--- config.mk ---
export PLATFORM = sky130hd
export DESIGN_NAME = sram_wb_bridge
export DESIGN_NICKNAME = d
export VERILOG_FILES = /design/src/rtl/sram_wb_pkg.sv /design/src/rtl/sram_wb_bridge.sv
export SDC_FILE = /design/constraint.sdc
export NUM_CORES = 1
export LEC_CHECK = 0
export BUFFER_PORTS_ARGS = -buffer_cell sky130_fd_sc_hd__buf_2
export CORE_UTILIZATION = 52
export DETAILED_ROUTE_END_ITERATION = 10
export GPL_ROUTABILITY_DRIVEN = 0
export PLACE_DENSITY = 0.9
export SLEW_MARGIN = 20
export SYNTH_ARGS = -nofsm -noshare
export SYNTH_HDL_FRONTEND = slang
export SYNTH_SLANG_ARGS = --single-unit
--- constraint.sdc ---
create_clock -name clk_i -period 4.6 [get_ports clk_i]
set_clock_uncertainty 0.15 [all_clocks]
set_input_delay 0.46 -clock clk_i [delete_from_list [all_inputs] [get_ports clk_i]]
set_output_delay 0.46 -clock clk_i [all_outputs]
set_load 0.02 [all_outputs]
--- src/rtl/sram_wb_pkg.sv ---
// rtl/sram_wb_pkg.sv - shared types, constants and lane helper for sram_wb_bridge
//
// Contents:
//   sram_wb_state_e : bridge FSM states
//   BYTES_PER_WORD  : byte lanes per Wishbone word
//   LANE_W          : lane counter width
//   sel_next_lane() : lowest selected lane at or above a start lane, used only
//                     when SRAM_WB_SEL_SKIP_EN is defined
package sram_wb_pkg;

  localparam int BYTES_PER_WORD = 4;
  localparam int LANE_W         = 2;

  typedef enum logic [2:0] {
    ST_IDLE  = 3'd0,
    ST_READ  = 3'd1,
    ST_DRAIN = 3'd2,
    ST_WRITE = 3'd3,
    ST_ACK   = 3'd4
  } sram_wb_state_e;

  // Returns {found, lane}. The start value is one bit wider than a lane so
  // that "one past lane 3" can be expressed and yields found=0.
  function automatic logic [LANE_W:0] sel_next_lane(
    input logic [BYTES_PER_WORD-1:0] sel,
    input logic [LANE_W:0]           start
  );
    logic [LANE_W:0] res;
    res = '0;
    for (int k = BYTES_PER_WORD - 1; k >= 0; k--) begin
      if (k >= int'(start) && sel[k]) begin
        res = {1'b1, k[LANE_W-1:0]};
      end
    end
    return res;
  endfunction

endpackage

--- src/rtl/sram_wb_bridge.sv ---
// rtl/sram_wb_bridge.sv - Wishbone-classic word responder driving a byte-wide SRAM port
//
// Ports:
//   clk_i, rst_i          : clock, asynchronous active-high reset
//   wb_cyc_i, wb_stb_i    : bus cycle / strobe; a request is cyc & stb in IDLE
//   wb_we_i               : 1 = write
//   wb_adr_i [SRAM_AW-2]  : word address
//   wb_sel_i [4]          : byte enables (writes only)
//   wb_dat_i [32]         : write data
//   wb_dat_o [32]         : last completed read word (registered)
//   wb_ack_o              : one-cycle completion pulse
//   sram_read_o/_write_o  : byte strobes to sram_rw
//   sram_addr_o [SRAM_AW] : byte address {word address, lane}
//   sram_wdata_o [8]      : write byte
//   sram_rdata_i [8]      : read byte, valid the cycle after its read strobe
//
// Build option: SRAM_WB_SEL_SKIP_EN - writes visit only the selected lanes.
module sram_wb_bridge
  import sram_wb_pkg::*;
#(
  parameter int SRAM_AW = 14
) (
  input  logic               clk_i,
  input  logic               rst_i,
  input  logic               wb_cyc_i,
  input  logic               wb_stb_i,
  input  logic               wb_we_i,
  input  logic [SRAM_AW-3:0] wb_adr_i,
  input  logic [3:0]         wb_sel_i,
  input  logic [31:0]        wb_dat_i,
  output logic [31:0]        wb_dat_o,
  output logic               wb_ack_o,
  output logic               sram_read_o,
  output logic               sram_write_o,
  output logic [SRAM_AW-1:0] sram_addr_o,
  output logic [7:0]         sram_wdata_o,
  input  logic [7:0]         sram_rdata_i
);

  sram_wb_state_e     state_q, state_d;
  logic [LANE_W-1:0]  cnt_q, cnt_d;
  logic [SRAM_AW-3:0] adr_q;
  logic [3:0]         sel_q;
  logic [31:0]        dat_q;
  logic [23:0]        rd_q;     // lanes 0..2; lane 3 goes straight to wb_dat_o
  logic               req;
  logic               in_read, in_write;

  assign req = wb_cyc_i & wb_stb_i;

`ifdef SRAM_WB_SEL_SKIP_EN
  logic [LANE_W:0] first_lane, next_lane;
  assign first_lane = sel_next_lane(wb_sel_i, '0);
  assign next_lane  = sel_next_lane(sel_q, {1'b0, cnt_q} + 3'd1);
`endif

  always_ff @(posedge clk_i or posedge rst_i) begin
    if (rst_i) begin
      state_q <= ST_IDLE;
      cnt_q   <= '0;
    end else begin
      state_q <= state_d;
      cnt_q   <= cnt_d;
    end
  end

  always_comb begin
    state_d = state_q;
    cnt_d   = cnt_q;
    case (state_q)
      ST_IDLE: begin
        if (req) begin
          cnt_d = '0;
          if (!wb_we_i) begin
            state_d = ST_READ;
          end else begin
`ifdef SRAM_WB_SEL_SKIP_EN
            if (first_lane[LANE_W]) begin
              state_d = ST_WRITE;
              cnt_d   = first_lane[LANE_W-1:0];
            end else begin
              state_d = ST_ACK;
            end
`else
            state_d = ST_WRITE;
`endif
          end
        end
      end
      ST_READ: begin
        if (!wb_cyc_i) begin
          state_d = ST_IDLE;
        end else begin
          cnt_d = cnt_q + 2'd1;
          if (cnt_q == 2'd3) state_d = ST_DRAIN;
        end
      end
      ST_DRAIN: begin
        state_d = wb_cyc_i ? ST_ACK : ST_IDLE;
      end
      ST_WRITE: begin
        if (!wb_cyc_i) begin
          state_d = ST_IDLE;
        end else begin
`ifdef SRAM_WB_SEL_SKIP_EN
          if (next_lane[LANE_W]) cnt_d = next_lane[LANE_W-1:0];
          else                   state_d = ST_ACK;
`else
          cnt_d = cnt_q + 2'd1;
          if (cnt_q == 2'd3) state_d = ST_ACK;
`endif
        end
      end
      ST_ACK:  state_d = ST_IDLE;
      default: state_d = ST_IDLE;
    endcase
  end

  // Strobes are gated by cyc so a falling cyc suppresses the slot it
  // falls in, not just the ones after the next edge.
  assign in_read      = (state_q == ST_READ);
  assign in_write     = (state_q == ST_WRITE);
  assign sram_read_o  = in_read & wb_cyc_i;
  assign sram_write_o = in_write & wb_cyc_i & sel_q[cnt_q];
  assign sram_addr_o  = (in_read | in_write) ? {adr_q, cnt_q} : '0;
  assign sram_wdata_o = in_write ? dat_q[{cnt_q, 3'b000} +: 8] : '0;
  assign wb_ack_o     = (state_q == ST_ACK);

  always_ff @(posedge clk_i or posedge rst_i) begin
    if (rst_i) begin
      adr_q    <= '0;
      sel_q    <= '0;
      dat_q    <= '0;
      rd_q     <= '0;
      wb_dat_o <= '0;
    end else begin
      if (state_q == ST_IDLE && req) begin
        adr_q <= wb_adr_i;
        sel_q <= wb_sel_i;
        dat_q <= wb_dat_i;
      end
      // Read data lags its strobe by one cycle, so lane cnt-1 arrives now.
      if (in_read) begin
        case (cnt_q)
          2'd1:    rd_q[7:0]   <= sram_rdata_i;
          2'd2:    rd_q[15:8]  <= sram_rdata_i;
          2'd3:    rd_q[23:16] <= sram_rdata_i;
          default: ;
        endcase
      end
      // Publish only a complete word; an aborted read leaves wb_dat_o alone.
      if (state_q == ST_DRAIN && wb_cyc_i) begin
        wb_dat_o <= {sram_rdata_i, rd_q};
      end
    end
  end

endmodule

### Word level (Yosys, flattened, before mapping)

Index checks and enable logic that the tools add are counted.
W data, S select, Z words.

* register bits after elaboration: 109
* input bits: 61
* output and inout bits: 57

* $add $sub $neg: 1
* order comparisons: 1
* eq/ne operators: 11
* shift-type cells: 1
* muxes and demuxes: 15
* bitwise operators: 5
* reductions and logical operators: 10

Operator list (count)
* $shiftx A32 B6 Y8: 1
* $mux W3: 6
* $mux W14: 1
* $pmux W3 S4: 1
* $mux W8: 1
* $eq A3 B2 Y1 const B: 2
* $mux W2: 3
* $ne A3 B2 Y1 const B: 2
* $reduce_and A2 Y1: 3
* $reduce_and A3 Y1: 2
* $and A1 B1 Y1: 4
* $eq A2 B2 Y1 const B: 2
* $pmux W2 S2: 1
* $eq A3 B1 Y1 const B: 1
* $eq A3 B3 Y1 const B: 1
* $logic_not A3 Y1: 1
* $lt A2 B3 Y1 const B: 1
* $add A2 B1 Y2 const B: 1
* $bmux W1 S2: 1
* $eq A2 B1 Y1 const B: 1
* $logic_and A1 B1 Y1: 2
* $ne A2 B1 Y1 const B: 1
* $ne A2 B2 Y1 const B: 1
* $reduce_bool A2 Y1: 1
* 3 further kinds: 3

### Logic depth before layout (Yosys ltp)

* depth in word-level cells: 4
* depth in mapped cells: 6
* gate-level depth less buffers: 4

### Least setup slack after synthesis

No wires, ideal clock.

* path kind: register to output
* from: register cnt_q[0]
* to: output sram_wdata_o[0]
* arrival time: 1432 ps
* data required time: 3990 ps
* setup slack: 2558 ps
* cell stages (with the launch flop): 4
* cell sequence: dfrtp_1 -> buf_2 -> mux4_2 -> and3_1

* longest elaborated chain between the ends: 2

Ends and longest elaborated chain
* start, declared: RTL line sram_wb_bridge.sv:41 `logic [LANE_W-1:0] cnt_q, cnt_d;`
* start signal, assigned: RTL line sram_wb_bridge.sv:63 `cnt_q <= cnt_d;`
* $shiftx A32 B6 Y8: RTL line sram_wb_bridge.sv:126 `assign sram_wdata_o = in_write ? dat_q[{cnt_q, 3'b000} +: 8] : '0;`
* $mux W8: RTL line sram_wb_bridge.sv:126
* end, declared: RTL line sram_wb_bridge.sv:36 `output logic [7:0] sram_wdata_o,`

Every way passes these cells.

### Worst setup path in the final report

* from: register cnt_q[0]
* to: output sram_wdata_o[3]

The elaborated chain is that of the path after synthesis.

==> flow_summary.yaml <==
timing:
  slew_viol_final: 0
  slew_headroom_pct: 36.0
  finalSetupTns_ns: 0
  tightest_slew_ns: 0.960
  fin_crit_sh_pct: 60.1
  fmax_ghz: 0.362
  grt_setup_unrepaired: "false"
  finalHoldViolations: 0
  period_needed_ns: 2.76
  setup_violations: 0
logic_synthesis:
  synthCells: 294
  synthArstFlopShare_pct: 100
  ys_ff_latch: 109
  synth_top_area_share_pct: 60.2
  yosys_warnings: 0
  ys_seq_area_share_pct: 60.2
  syn_nets: 358
  synth_mux_area_share_pct: 30.3
  netlist_top_cells_count: "109 x dfrtp_1, 100 x mux2_2, 13 x and2_1"
  yosys.area_share.simple_pct: 5.66
  synth-edff-count: 0
  yosys.area_share.adder_pct: 0.828
  yosysTopAreaCell: "dfrtp_1"
  synthTopCellsByArea: "dfrtp_1 60%, mux2_2 25%, mux4_2 4.5%"
  syn_avg_cell_area_sq_um: 15.4
  synth_compound_area_share_pct: 0.856
  synthFlopType: "dfrtp_1"
  synth_most_common_cell: "dfrtp_1"
  synth_top_family_by_area: "multiplexers"
  yosys.cell_types.count: 24
  syn_area_sq_um: 4530
  synthXorXnorAreaFrac_pct: 0
grt:
  grt.total_usage_pct: 20.4
  grt.busiest_layer: "met2"
  grt_pass1_wl_microns: 14000
  met3_usage_pct: 5.90
  grtUsageMet1_pct: 25.9
  grt_pass1_vias: 2848
  grt_max_degree: 83
  antenna_found_initial: 0
  use_met2_pct: 33.3
  overflow: 0
clock_tree:
  cts_buffers: 9
  post_cts_resized: 0
  ctsHoldBuffers: 0
  clk_path_buf_depth: 2
  cts_htree_levels: 3
  clock-sinks: 109
  insertion_delay_ns: 0.35
  path_clk_slew_ns: 0.09
  cts-root-buf: "clkbuf_8"
  cts_tree: "yes"
  cts_setup_buffers: 0
worst_setup_path:
  r2r-start: "cnt_q[0]$_DFFE_PP0P_"
  crit_fanout: 13
  cp_slowest_stage_delay_ns: 0.84
  crit_path_start: "cnt_q[0]$_DFFE_PP0P_"
  crit_type: "flop to output pin"
  arrival_ns: 2.15
  cp-end-kind: "output pin"
  cp-endpoint: "sram_wdata_o[3]"
  worst_setup_path_start_kind: "flop"
  crit_chain: "mux4_2 -> and3_1 -> buf_2"
  r2r_slack_ns: 2.14
  cp.required_ns: 3.99
  reg2reg_depth: 4
  r2r_end: "rd_q[21]$_DFFE_PP0P_"
  slowest_stage: "dfrtp_1"
routing:
  wl_per_cell_microns: 16.3
  vias: 2776
  ant_nets: 0
  vias_per_cell: 5.35
  drc: 0
  drt_iter0_markers: 37
  drt-total-wl_microns: 8460
  first_pass_iters: 4
place:
  port_buffers: 117
  hpwl_microns: 5940
  placed_area_sq_um: 5200
power_and_ir_drop:
  p_switching_w: 0.00101
  pwr-share-clk_pct: 15.8
  p_comb_share_pct: 33.1
  ir_drop_v: 0.000259
  powerDensity_nw_per_um2: 583
  power_frac_seq_pct: 51.1
  leakage_nw: 2.62
  fin_total_pwr_w: 0.00313
  p_sw_share_pct: 32.2
  p_int_w: 0.00212
finish:
  areaGrowthSynthToFinish_pct: 18.7
  multiInputGateArea_sq_um: 1710
  seqCellArea_sq_um: 2730
  drive_gt1_share_pct: 59.4
  fin_nets: 473
  post-route-cell-area_sq_um: 5380
  num_antenna_cells: 0
  n_fill_cell: 642
die:
  die_h_microns: 95.4
  core_area_sq_um: 8340
  fp.dieW_microns: 95.4
  fp.dieArea_sq_um: 9090
  std_cell_rows: 33
  io_pins: 118
  start_util_pct: 54.4
min_path:
  hold_path.class: "primary input to flop"
  hp-start: "wb_dat_i[2]"
run_status:
  status: "finished clean"
run:
  cap_violations: 0
-- routing by layer --
layer / share of wire (%) / wire length [microns]
met2: 49 / 4160
met1: 43 / 3670
met4: 0.96 / 81
met3: 6.5 / 548
met5: 0 / 0
-- sequential cells by signal, indices dropped and copies added, names as in the netlist --
signal,cells
wb_dat_o,32
state_q,3
sel_q,4
adr_q,12
dat_q,32
rd_q,24
cnt_q,2
-- power groups by stage --
stage	sequential (W)	clock (W)	combinational, W
2_1_floorplan	0.00168	0	0.000663
3_3_place_gp	0.00159	0	0.00100
3_5_place_dp	0.00163	0	0.00104
4_1_cts	0.00161	0.000512	0.00105
5_1_grt	0.00167	0.000554	0.00113
6_report	0.00160	0.000496	0.00104
-- worst max-delay path, delay by kind of cell (launching register included) --
family                 cells  cell delay, ns
buffers and inverters      1            0.16
DFF                        1            0.84
muxes                      1            0.61
and+or+nand+nor            1            0.21
-- worst min path at each step --
stage / endpoint / slack, ns / depth (start not counted)
after floorplan: dat_q[1]$_DFFE_PP0P_ / 0.30 / 1
after global placement: dat_q[1]$_DFFE_PP0P_ / 0.32 / 1
after detailed placement: dat_q[2]$_DFFE_PP0P_ / 0.32 / 1
after CTS: dat_q[2]$_DFFE_PP0P_ / 0.15 / 2
after global routing: dat_q[2]$_DFFE_PP0P_ / 0.14 / 2
final: dat_q[2]$_DFFE_PP0P_ / 0.17 / 2
-- cells in the final DEF (no fill, tap or decap), types with 3 or more instances in the layout --
master / instances
and2_1: 13
mux2_2: 100
mux2_1: 4
buf_2: 117
clkinvlp_4: 3
clkbuf_1: 4
buf_4: 3
inv_1: 4
nand2_1: 3
o21ai_0: 3
mux4_2: 9
and3_1: 9
clkbuf_8: 9
ha_1: 3
dfrtp_1: 109
-- logic make-up after synthesis --
logic type      count (synthesis)
flops                         109
buf+inv                        22
simple gates                   40
compound gates                  7
fa+ha+maj                       3
mux                           113
-- through the flow --
stage,setup slack (ns),hold slack [ns],util [%],std cells
after global routing,1.68,0.143,64.5,519
after CTS,1.78,0.150,64.3,518
after floorplan,1.12,0.303,-,294
after global placement,2.13,0.316,62.3,502
after detailed placement,2.12,0.324,62.3,502
final,1.84,0.167,64.5,519
-- final cells by class --
cell class              instances  share of cell area [%]
flip-flops and latches        109                    50.7
multi-input cells             163                    31.8
repair buffers                121                    11.7
clock buffers                  13                    2.58
well taps                     105                    2.44
clock inverters                 3                   0.419
inverters                       5                   0.395
Power figures use the tool's default switching activity.
